**src/rtl/crossbar_rr_arbiter_if.sv**
```systemverilog
// Handshake bundle between crossbar masters and one slave-port arbiter.
// Carries the decoded requests, the slave ack and the arbiter's grant outputs.
interface crossbar_rr_arbiter_if #(
  parameter int N_MASTERS = 4
);
  localparam int IW = (N_MASTERS > 1) ? $clog2(N_MASTERS) : 1;

  logic [N_MASTERS-1:0] req;
  logic                 slave_ack;
  logic [N_MASTERS-1:0] grant;
  logic [IW-1:0]        grant_idx;
  logic                 slave_req;
  logic [N_MASTERS-1:0] master_ack;
  logic                 busy;
  logic                 timeout_err;

  modport master (
    output req, slave_ack,
    input  grant, grant_idx, slave_req,
    input  master_ack, busy, timeout_err
  );

  modport slave (
    input  req, slave_ack,
    output grant, grant_idx, slave_req,
    output master_ack, busy, timeout_err
  );
endinterface

```
**src/rtl/crossbar_rr_arbiter.sv**
```systemverilog
// Registered round-robin arbiter for one crossbar slave port.
// Optional BUSY watchdog: define CROSSBAR_ARB_TIMEOUT_EN.
module crossbar_rr_arbiter #(
  parameter int N_MASTERS = 4,
  parameter int TIMEOUT   = 255
) (
  input  logic                    clk,
  input  logic                    rst_n,
  crossbar_rr_arbiter_if.slave    bus
);
  localparam int IW = (N_MASTERS > 1) ? $clog2(N_MASTERS) : 1;

  if (N_MASTERS < 2 || N_MASTERS > 16 ||
      TIMEOUT < 1 || TIMEOUT > 65535) begin : g_param_chk
    $error("crossbar_rr_arbiter: parameter out of range");
  end

  typedef enum logic {IDLE, BUSY} state_t;

  state_t               state_q;
  logic [N_MASTERS-1:0] grant_q;
  logic [IW-1:0]        idx_q;
  logic [IW-1:0]        last_q;
  logic                 busy_q;

  logic                 win_vld;
  logic [IW-1:0]        win_idx;
  logic                 hold;

  assign hold = bus.req[idx_q];

  // Round-robin pick: first request at last+1, last+2, ... with wrap.
  always_comb begin
    int k;
    logic [IW-1:0] kk;
    win_vld = 1'b0;
    win_idx = '0;
    k       = 0;
    kk      = '0;
    for (int i = 0; i < N_MASTERS; i++) begin
      k = int'(last_q) + 1 + i;
      if (k >= N_MASTERS) k = k - N_MASTERS;
      kk = IW'(k);
      if (!win_vld && bus.req[kk]) begin
        win_vld = 1'b1;
        win_idx = kk;
      end
    end
  end

`ifdef CROSSBAR_ARB_TIMEOUT_EN
  logic [15:0] cnt_q;
  logic        terr_q;
`endif

  // Arbitration FSM; every externally visible state bit is a flop.
  always_ff @(posedge clk or negedge rst_n) begin
    if (!rst_n) begin
      state_q <= IDLE;
      grant_q <= '0;
      idx_q   <= '0;
      last_q  <= IW'(N_MASTERS - 1);
      busy_q  <= 1'b0;
`ifdef CROSSBAR_ARB_TIMEOUT_EN
      cnt_q   <= '0;
      terr_q  <= 1'b0;
`endif
    end else begin
`ifdef CROSSBAR_ARB_TIMEOUT_EN
      terr_q <= 1'b0;
`endif
      unique case (state_q)
        IDLE: begin
          if (win_vld) begin
            state_q <= BUSY;
            grant_q <= {{(N_MASTERS-1){1'b0}}, 1'b1} << win_idx;
            idx_q   <= win_idx;
            last_q  <= win_idx;
            busy_q  <= 1'b1;
`ifdef CROSSBAR_ARB_TIMEOUT_EN
            cnt_q   <= '0;
`endif
          end
        end
        BUSY: begin
          if (bus.slave_ack || !hold) begin
            state_q <= IDLE;
            grant_q <= '0;
            busy_q  <= 1'b0;
          end
`ifdef CROSSBAR_ARB_TIMEOUT_EN
          else if (cnt_q == 16'(TIMEOUT - 1)) begin
            state_q <= IDLE;
            grant_q <= '0;
            busy_q  <= 1'b0;
            terr_q  <= 1'b1;
          end else begin
            cnt_q   <= cnt_q + 16'd1;
          end
`endif
        end
        default: state_q <= IDLE;
      endcase
    end
  end

  assign bus.grant      = grant_q;
  assign bus.grant_idx  = idx_q;
  assign bus.busy       = busy_q;
  assign bus.slave_req  = busy_q & hold;
  assign bus.master_ack = grant_q & {N_MASTERS{bus.slave_ack}};
`ifdef CROSSBAR_ARB_TIMEOUT_EN
  assign bus.timeout_err = terr_q;
`else
  assign bus.timeout_err = 1'b0;
`endif
endmodule

```
**src/flat_wrapper.sv**
```systemverilog
// flat-port wrapper written by rule: the top's interface ports become plain ports
module crossbar_rr_arbiter_flat 
#(
  parameter int N_MASTERS = 4,
  parameter int TIMEOUT   = 255
)
  (clk, rst_n, bus_req, bus_slave_ack, bus_grant, bus_grant_idx, bus_slave_req, bus_master_ack, bus_busy, bus_timeout_err);
  crossbar_rr_arbiter_if #(.N_MASTERS(N_MASTERS)) bus_i ();
  input  logic clk;
  input  logic rst_n;
  input wire logic [$bits(bus_i.req)-1:0] bus_req;
  input wire logic [$bits(bus_i.slave_ack)-1:0] bus_slave_ack;
  output wire logic [$bits(bus_i.grant)-1:0] bus_grant;
  output wire logic [$bits(bus_i.grant_idx)-1:0] bus_grant_idx;
  output wire logic [$bits(bus_i.slave_req)-1:0] bus_slave_req;
  output wire logic [$bits(bus_i.master_ack)-1:0] bus_master_ack;
  output wire logic [$bits(bus_i.busy)-1:0] bus_busy;
  output wire logic [$bits(bus_i.timeout_err)-1:0] bus_timeout_err;
  assign bus_i.req = bus_req;
  assign bus_i.slave_ack = bus_slave_ack;
  assign bus_grant = bus_i.grant;
  assign bus_grant_idx = bus_i.grant_idx;
  assign bus_slave_req = bus_i.slave_req;
  assign bus_master_ack = bus_i.master_ack;
  assign bus_busy = bus_i.busy;
  assign bus_timeout_err = bus_i.timeout_err;
  crossbar_rr_arbiter #(.N_MASTERS(N_MASTERS), .TIMEOUT(TIMEOUT)) u_core (.clk(clk), .rst_n(rst_n), .bus(bus_i));
endmodule
```
**config.mk**
```make
export PLATFORM = sky130hd
export DESIGN_NAME = crossbar_rr_arbiter_flat
export DESIGN_NICKNAME = d
export VERILOG_FILES = /design/src/rtl/crossbar_rr_arbiter_if.sv /design/src/rtl/crossbar_rr_arbiter.sv /design/src/flat_wrapper.sv
export SDC_FILE = /design/constraint.sdc
export NUM_CORES = 1
export LEC_CHECK = 0
export CAP_MARGIN = 15
export CORE_AREA = 2 2 39 41
export CTS_BUF_LIST = sky130_fd_sc_hd__clkbuf_8
export CTS_CLUSTER_DIAMETER = 150
export DETAILED_ROUTE_END_ITERATION = 10
export DIE_AREA = 0 0 41 43
export GPL_TIMING_DRIVEN = 0
export PLACE_DENSITY_LB_ADDON = 0.3
export SLEW_MARGIN = 20
export SYNTH_ARGS = -nofsm -noshare
export SYNTH_HDL_FRONTEND = slang
export SYNTH_SLANG_ARGS = --single-unit
```
**constraint.sdc**
```tcl
create_clock -name clk -period 4.2 [get_ports clk]
set_input_delay 0.63 -clock clk [delete_from_list [all_inputs] [get_ports clk]]
set_output_delay 0.63 -clock clk [all_outputs]
set_load 0.005 [all_outputs]
```
# After elaboration in Yosys (flattened, before gate mapping)
# Index checks and enable logic that the tools add are counted.
# Widths: inputs -> output; s select.
[word_totals]
latch_bits = 0
wordCells = 69
ramBits = 0
reg_bits = 10
inputBits = 7
memories = 0
romBits = 0
[classes]
addsub = 8
n_bitwise = 3
shift = 1
eq_ne = 2
order_cmp = 9
n_mul = 0
reduce_logical = 10
div_mod_pow = 0
muxes = 31
[ops]
columns = ["op", "count"]
rows = [
  ["$ge 32x4->1 const B", 3],
  ["$mux 2", 8],
  ["$lt 2x3->1 const B", 5],
  ["$mux 1", 13],
  ["$bmux 1 s2", 5],
  ["$add 3x2->4 const B", 2],
  ["$mux 4", 2],
  ["$pmux 4 s2", 1],
  ["$sub 2x1->2 const B", 4],
  ["$add 3x1->4 const B", 1],
  ["$and 4x4->4", 1],
  ["$logic_not 1->1", 4],
  ["$pmux 1 s2", 2],
  ["$reduce_and 2->1", 2],
  ["$shl 1x2->4 const A", 1],
  ["$add 2x1->3 const B", 1],
  ["$ge 3x3->1 const B", 1],
  ["$logic_and 1x1->1", 3],
  ["$ne 2x1->1 const B", 1],
  ["$ne 2x2->1 const B", 1],
  ["$and 1x1->1", 1],
  ["$logic_or 1x1->1", 1],
  ["$not 1->1", 1],
]

# Logic depth before layout (Yosys ltp)
# Gate-level depths: netlist of run 1.
[depth]
depth_word = 18
depth_mapped = 4

# Least setup slack after synthesis of run 1
# OpenSTA, ideal clock, no wires.
[synth_timing]
kind = "input to output"
startpoint = "input port bus_req[3]"
endpoint = "output port bus_slave_req"
arrival_time_ps = 1310
cell_stages = 2
setup_slack_ps = 2260
path_cell_list = "mux4_2 and2_2"
[synth_between]
elab_chain_cells = 3
[synth_lines]
columns = ["item", "line_no", "text"]
rows = [
  ["start: declaration", "flat_wrapper.sv:11", "input wire logic [$bits(bus_i.req)-1:0] bus_req;"],
  ["$bmux 1 s2", "crossbar_rr_arbiter.sv:30", "assign hold = bus.req[idx_q];"],
  ["$mux 1 (implied by the code)", "crossbar_rr_arbiter.sv:30", ""],
  ["$and 1x1->1", "crossbar_rr_arbiter.sv:110", "assign bus.slave_req = busy_q & hold;"],
  ["end: declaration", "flat_wrapper.sv:15", "output wire logic [$bits(bus_i.slave_req)-1:0] bus_slave_req;"],
]
# No other way between the ends. The select of a mux whose other input is x is not followed.

# Worst setup path in the final report of run 1
[layout_timing]
startpoint = "input port bus_req[1]"
endpoint = "output port bus_slave_req"
# Same word-level chain as after synthesis.

==> metrics.txt, run 1 <==
synth warn 0; Slew @ Worst Pin 540 ps; register bit count reported by yosys 10; Clk pin slew, worst setup/hold paths 50 ps; R2R Setup Slk 2680 ps; vias in the first global route 438; number of max-cap violations 0; post-synthesis async set-or-reset flop share 100%; Yosys cell types 27; non-filler instance count after layout 91; DP Cell Count 87; Design Area, Final 800 sq um; CTS tree done; DRT antenna net count 0; Sw Ratio 32.7%; Setup TNS Final 0 ps; hpwl dp 917 microns; FF-to-FF path depth 4; CP required 3570 ps; number of buffers added on ports 18; GPL Wtd Cong 0.720; Syn Area/Cell 10.5 sq um; Worst Hold Class flip-flop to flip-flop; Synth top cells by count 8 x dfrtp_1, 5 x a21oi_1, 5 x nor2_1; WS Path Type primary input to output port; DRT iter0 DRCs 11; total track usage 16.5%; Sw Pwr 0.176 mW; ANT cells 0; Syn Std Cell Area 554 sq um; Setup Viol. Count Final 0; unrepaired setup endpoints after global routing false; vias post-DR 471; CTS buffer count 3; Placed Area 754 sq um; Layout area overhead 44.2%; Post-CTS Setup Inserts 0; status finished clean; largest net degree at the start of global routing 11; CP startpoint bus_req[1]; Routed wire per std cell 12.8 microns; area leader, netlist dfrtp_1; static leakage 0.349 nW; Fin Clk Skew 8.20 ps; routed wire length 1170 microns; top-area cell type share of the netlist area 36.1%; number of antenna violations at the first check in global routing 0; core box area 0.00138 sq mm; H-Tree Depth 1; syn_nets 60; top cells by area, synth dfrtp_1 36%, dfstp_2 9.5%, a21oi_1 4.5%; Max Buffers Root-to-Sink 2; Final Hold Vio Count 0; fin crit share 70.6%; Pins Over Slew Limit 0; termination of the worst setup path bus_slave_req; nature of the critical path endpoint output port; max-slew headroom at the worst pin 63.9%; Top FF cell, synth dfrtp_1; Die Wd 41 microns; die area 0.00176 sq mm; internal power 0.362 mW; combinational power share 46.2%; worst-path fanout max 6; reg2reg end u_core.bus.grant_idx[1]; P per Cell Area 673 mW/mm^2; Resize count post-CTS 0; Worst-Skew Late Latency 230 ps; DR vias/cell 5.18; first-pass GRT wire length 1990 microns; drt drc 0; CTS sink cnt 10; Ports 20; sequential share of power 35.8%; hold path startpoint u_core.bus.grant[2]; fill count 124; Tot Pwr 0.538 mW; final net count 83; CP arrival 2330 ps; most frequent cell after synthesis dfrtp_1; row count 14; hold path depth 1; die height 43 microns; post-route minimum period 2960 ps; Worst R2R Start u_core.last_q[0]; DRT Pass-1 Iters 4; Max rail drop VDD 0.287 mV; Worst setup SP type primary input; total grt overflow 0; Max Fclk 337 MHz; hold buffers post-CTS 0; share of cells above drive strength 1 16.0%; Clk Tree Root Cell clkbuf_8; Post-synth EDFFs 0; Starting Density 40.1%; Seq/Total Area, Yosys 45.6%; post-synthesis cell count 53; clock power share 18.0%
-- per-stage QoR --
| stage | utilization, % | worst slack [ps] | hold WS, ps |
|---|---|---|---|
| after global routing | 57.8 | 1210 | 544 |
| after CTS | 57.8 | 1230 | 523 |
| after detailed placement | 54.5 | 1250 | 508 |
| after global placement | 54.5 | 1230 | 504 |
| final | 57.8 | 1240 | 517 |
| after floorplan | - | 2260 | 334 |
-- flip-flops by register name, indices dropped and copies added, names as in the netlist --
signal and cells:
u_core.bus.busy 1, u_core.state_q 1, u_core.bus.grant_idx 2, u_core.last_q 2
u_core.bus.grant 4
-- cells in the final DEF, fill, tap and decap left out, types with 2 or more instances in the layout --
cell type,instances
nor2b_1,2
a32o_1,2
nand2_1,3
o2bb2ai_1,2
a21o_1,2
a21oi_1,5
clkdlybuf4s50_1,18
dfstp_2,2
or2_2,2
dfrtp_1,8
inv_1,2
clkbuf_8,3
and2_1,4
nor2_1,5
-- cell families (layout without fill, tap and decap cells) --
family / Yosys count / count (layout) / share of synthesized area [%]
compound gates: 16 / 16 / 22.8
mux: 2 / 2 / 5.87
buf+inv: 2 / 24 / 2.03
simple gates: 22 / 22 / 23.0
flops: 10 / 10 / 45.6
other cells: 1 / 1 / 0.677
-- worst min path at each step --
stage / to / slack, ps
after floorplan: u_core.bus.busy / 330
after global placement: u_core.bus.grant[1] / 500
after detailed placement: u_core.bus.grant[1] / 510
after CTS: u_core.bus.grant[2] / 520
after global routing: u_core.bus.grant[1] / 540
final: u_core.bus.grant[2] / 520
-- power by group through the flow --
stage	registers, mW	clock network (mW)	logic, mW
floorplan	0.188	0	0.132
global placement	0.192	0	0.246
detailed placement	0.195	0	0.249
CTS	0.194	0.0986	0.252
global route	0.202	0.105	0.272
finish	0.192	0.0967	0.249
-- routing by layer --
metal  wire, microns  vias up  GRT usage, %
met4               0        0          2.00
met3              52        0          3.66
met2             548        8          25.0
li1                -      238             -
met5               0        -             0
met1             566      225          24.2
-- worst max-delay path, stage by stage --
cell	delay [ps]
clkdlybuf4s50_1	510
mux4_2	550
and2_2	210
clkdlybuf4s50_1	430
-- final cells by class --
| type | instances | area, sq um | area share [%] |
|---|---|---|---|
| buffer | 1 | 7.51 | 0.939 |
| clock buffer | 3 | 41.3 | 5.16 |
| clock inverter | 1 | 3.75 | 0.469 |
| inverter | 1 | 3.75 | 0.469 |
| multi-input combinational | 41 | 290 | 36.3 |
| sequential | 10 | 253 | 31.6 |
| tap | 16 | 20.0 | 2.50 |
| timing repair buffer | 18 | 180 | 22.5 |
Power figures use the tool's default switching activity.
==> inputs of run 2 (changes only) <==
--- a/config.mk
+++ b/config.mk
@@ -6,11 +6,11 @@
 export NUM_CORES = 1
 export LEC_CHECK = 0
 export CAP_MARGIN = 15
-export CORE_AREA = 2 2 39 41
+export CORE_MARGIN = 2
+export CORE_UTILIZATION = 40
 export CTS_BUF_LIST = sky130_fd_sc_hd__clkbuf_8
 export CTS_CLUSTER_DIAMETER = 150
 export DETAILED_ROUTE_END_ITERATION = 10
-export DIE_AREA = 0 0 41 43
 export GPL_TIMING_DRIVEN = 0
 export PLACE_DENSITY_LB_ADDON = 0.3
 export SLEW_MARGIN = 20
==> constraint.sdc (replaced) <==
create_clock -name clk -period 2.61 [get_ports clk]
set_input_delay 0.3915 -clock clk [delete_from_list [all_inputs] [get_ports clk]]
set_output_delay 0.3915 -clock clk [all_outputs]
set_load 0.005 [all_outputs]
==> metrics.txt, run 2 (synthesis gave the netlist of run 1 again) <==
CP arrival 2120 ps (-210 ps); Setup TNS Final 0 ps (unchanged); unrepaired setup endpoints after global routing false; Met1 Wirelength 624 microns (+10%); hpwl dp 907 microns (-1.0%); ANT cells 0 (unchanged); CTS sink cnt 10 (unchanged); Worst Hold Class primary input to asynchronous set/reset pin; Final Hold Vio Count 0 (unchanged); max reg flops 4 (unchanged); DRT Pass-1 Iters 4 (unchanged); Post-CTS Setup Inserts 0 (unchanged); total grt overflow 0 (unchanged); die height 41.2 microns (-4.1%); Core Util, Final 61.1% (+3.3 points); first-pass GRT wire length 1950 microns (-1.8%); post-route minimum period 2520 ps; number of antenna violations at the first check in global routing 0 (unchanged); CP required 2220 ps (-1350 ps); Max Buffers Root-to-Sink 2 (unchanged); most common cell after layout, fill and taps aside clkdlybuf4s50_1; Resize count post-CTS 0 (unchanged); max-slew headroom at the worst pin 64.2% (+0.30 points); Worst setup SP type primary input; die area 0.00170 sq mm (-3.6%); row count 13 (-1); Die Wd 41.2 microns (+0.55%); met2 wire len 525 microns (-4.2%); Fin Clk Skew 1.65 ps (-6.55 ps); Max rail drop VDD 0.652 mV (+130%); most frequent cells in the layout 18 x clkdlybuf4s50_1, 8 x dfrtp_1, 5 x nor2_1, 5 x a21oi_1, 4 x and2_1; Routed wire per std cell 14.1 microns (+10%); share of cells above drive strength 1 16.2% (+0.22 points); core box area 0.00130 sq mm (-6.0%); Top Metal Used met4; Worst-Skew Late Latency 230 ps (about the same); Starting Density 42.6% (+2.5 points); DR vias/cell 5.48 (+5.9%); Clk Tree Root Cell clkbuf_8; WS Path Type primary input to output port; CTS buffer count 3 (unchanged); worst-path fanout max 6 (unchanged); vias post-DR 488 (+3.6%); CTS tree done; number of buffers added on ports 18 (unchanged); Tot Pwr 0.870 mW (+62%); status finished clean; largest net degree at the start of global routing 11 (unchanged); non-filler instance count after layout 89 (-2.2%); FF-to-FF path depth 4 (unchanged); final hold slack 474 ps (-42.8 ps); vias in the first global route 430 (-1.8%); total track usage 17.9% (+1.4 points); static leakage 0.344 nW (-1.5%); Max Fclk 398 MHz; GPL Wtd Cong 0.760 (+5.6%); Pins Over Slew Limit 0 (unchanged); Slew @ Worst Pin 535 ps (-4.52 ps); Design Area, Final 795 sq um (-0.63%); Ports 20 (unchanged); Met3 Wirelength 79 microns (+52%); final setup margin 94.9 ps (-1140 ps); DRT antenna net count 0 (unchanged); fin crit share 96.4%; DRT iter0 DRCs 12 (+1); nature of the critical path endpoint output port; DP Cell Count 86 (-1.1%); Placed Area 753 sq um (-0.17%); routed wire length 1260 microns (+7.9%); dpl ws 107 ps (-1140 ps); number of max-cap violations 0 (unchanged); H-Tree Depth 1 (unchanged); P per Cell Area 1090 mW/mm^2 (+63%); Setup Viol. Count Final 0 (unchanged); hold buffers post-CTS 0 (unchanged); drt drc 0 (unchanged); Clk pin slew, worst setup/hold paths 50 ps (about the same); Layout area overhead 43.3%; final net count 83 (unchanged)
==> run 2: report_power, final <==
group          internal, mW  leakage (nW)  switching [mW]
Clock                 0.101        0.0216          0.0552
Combinational         0.241         0.200           0.160
Sequential            0.240         0.122          0.0737
Total                 0.581         0.344           0.289
==> run 2: layer usage <==
metal | vias up | GRT usage [%]
met5 | - | 0
met3 | 4 | 2.17
met2 | 20 | 25.4
li1 | 237 | -
met4 | 0 | 12.1
met1 | 227 | 24.9
==> run 2: cell type report <==
cell class,count,area [sq um]
fill,125,507
multi-input combinational,41,290
sequential,10,253
timing repair buffer,18,180
clock buffer,3,41.3
tap,15,18.8
buffer,1,7.51
inverter,1,3.75
==> run 2: worst max-delay path: stages <==
cell,delay [ps]
clkdlybuf4s50_1,520
mux4_2,550
and2_2,220
clkdlybuf4s50_1,440
==> run 2: path summary, 6_finish.rpt <==
path	from	end	slack [ps]
setup / recovery	bus_req[1]	bus_slave_req	90
hold / removal	rst_n	u_core.bus.grant_idx[0]	470
setup reg to reg	u_core.last_q[1]	u_core.bus.grant_idx[1]	1080
hold reg to reg	u_core.last_q[0]	u_core.last_q[0]	510
max in group asynchronous	rst_n	u_core.last_q[0]	1800
min in group clk	u_core.last_q[0]	u_core.last_q[0]	510
==> inputs of run 3 (changes only) <==
--- a/config.mk
+++ b/config.mk
@@ -11,6 +11,7 @@
 export CTS_BUF_LIST = sky130_fd_sc_hd__clkbuf_8
 export CTS_CLUSTER_DIAMETER = 150
 export DETAILED_ROUTE_END_ITERATION = 10
+export GPL_ROUTABILITY_DRIVEN = 0
 export GPL_TIMING_DRIVEN = 0
 export PLACE_DENSITY_LB_ADDON = 0.3
 export SLEW_MARGIN = 20
==> results of run 3 <==
Same layout as run 2: the final DEF is identical, and so are final timing and power.
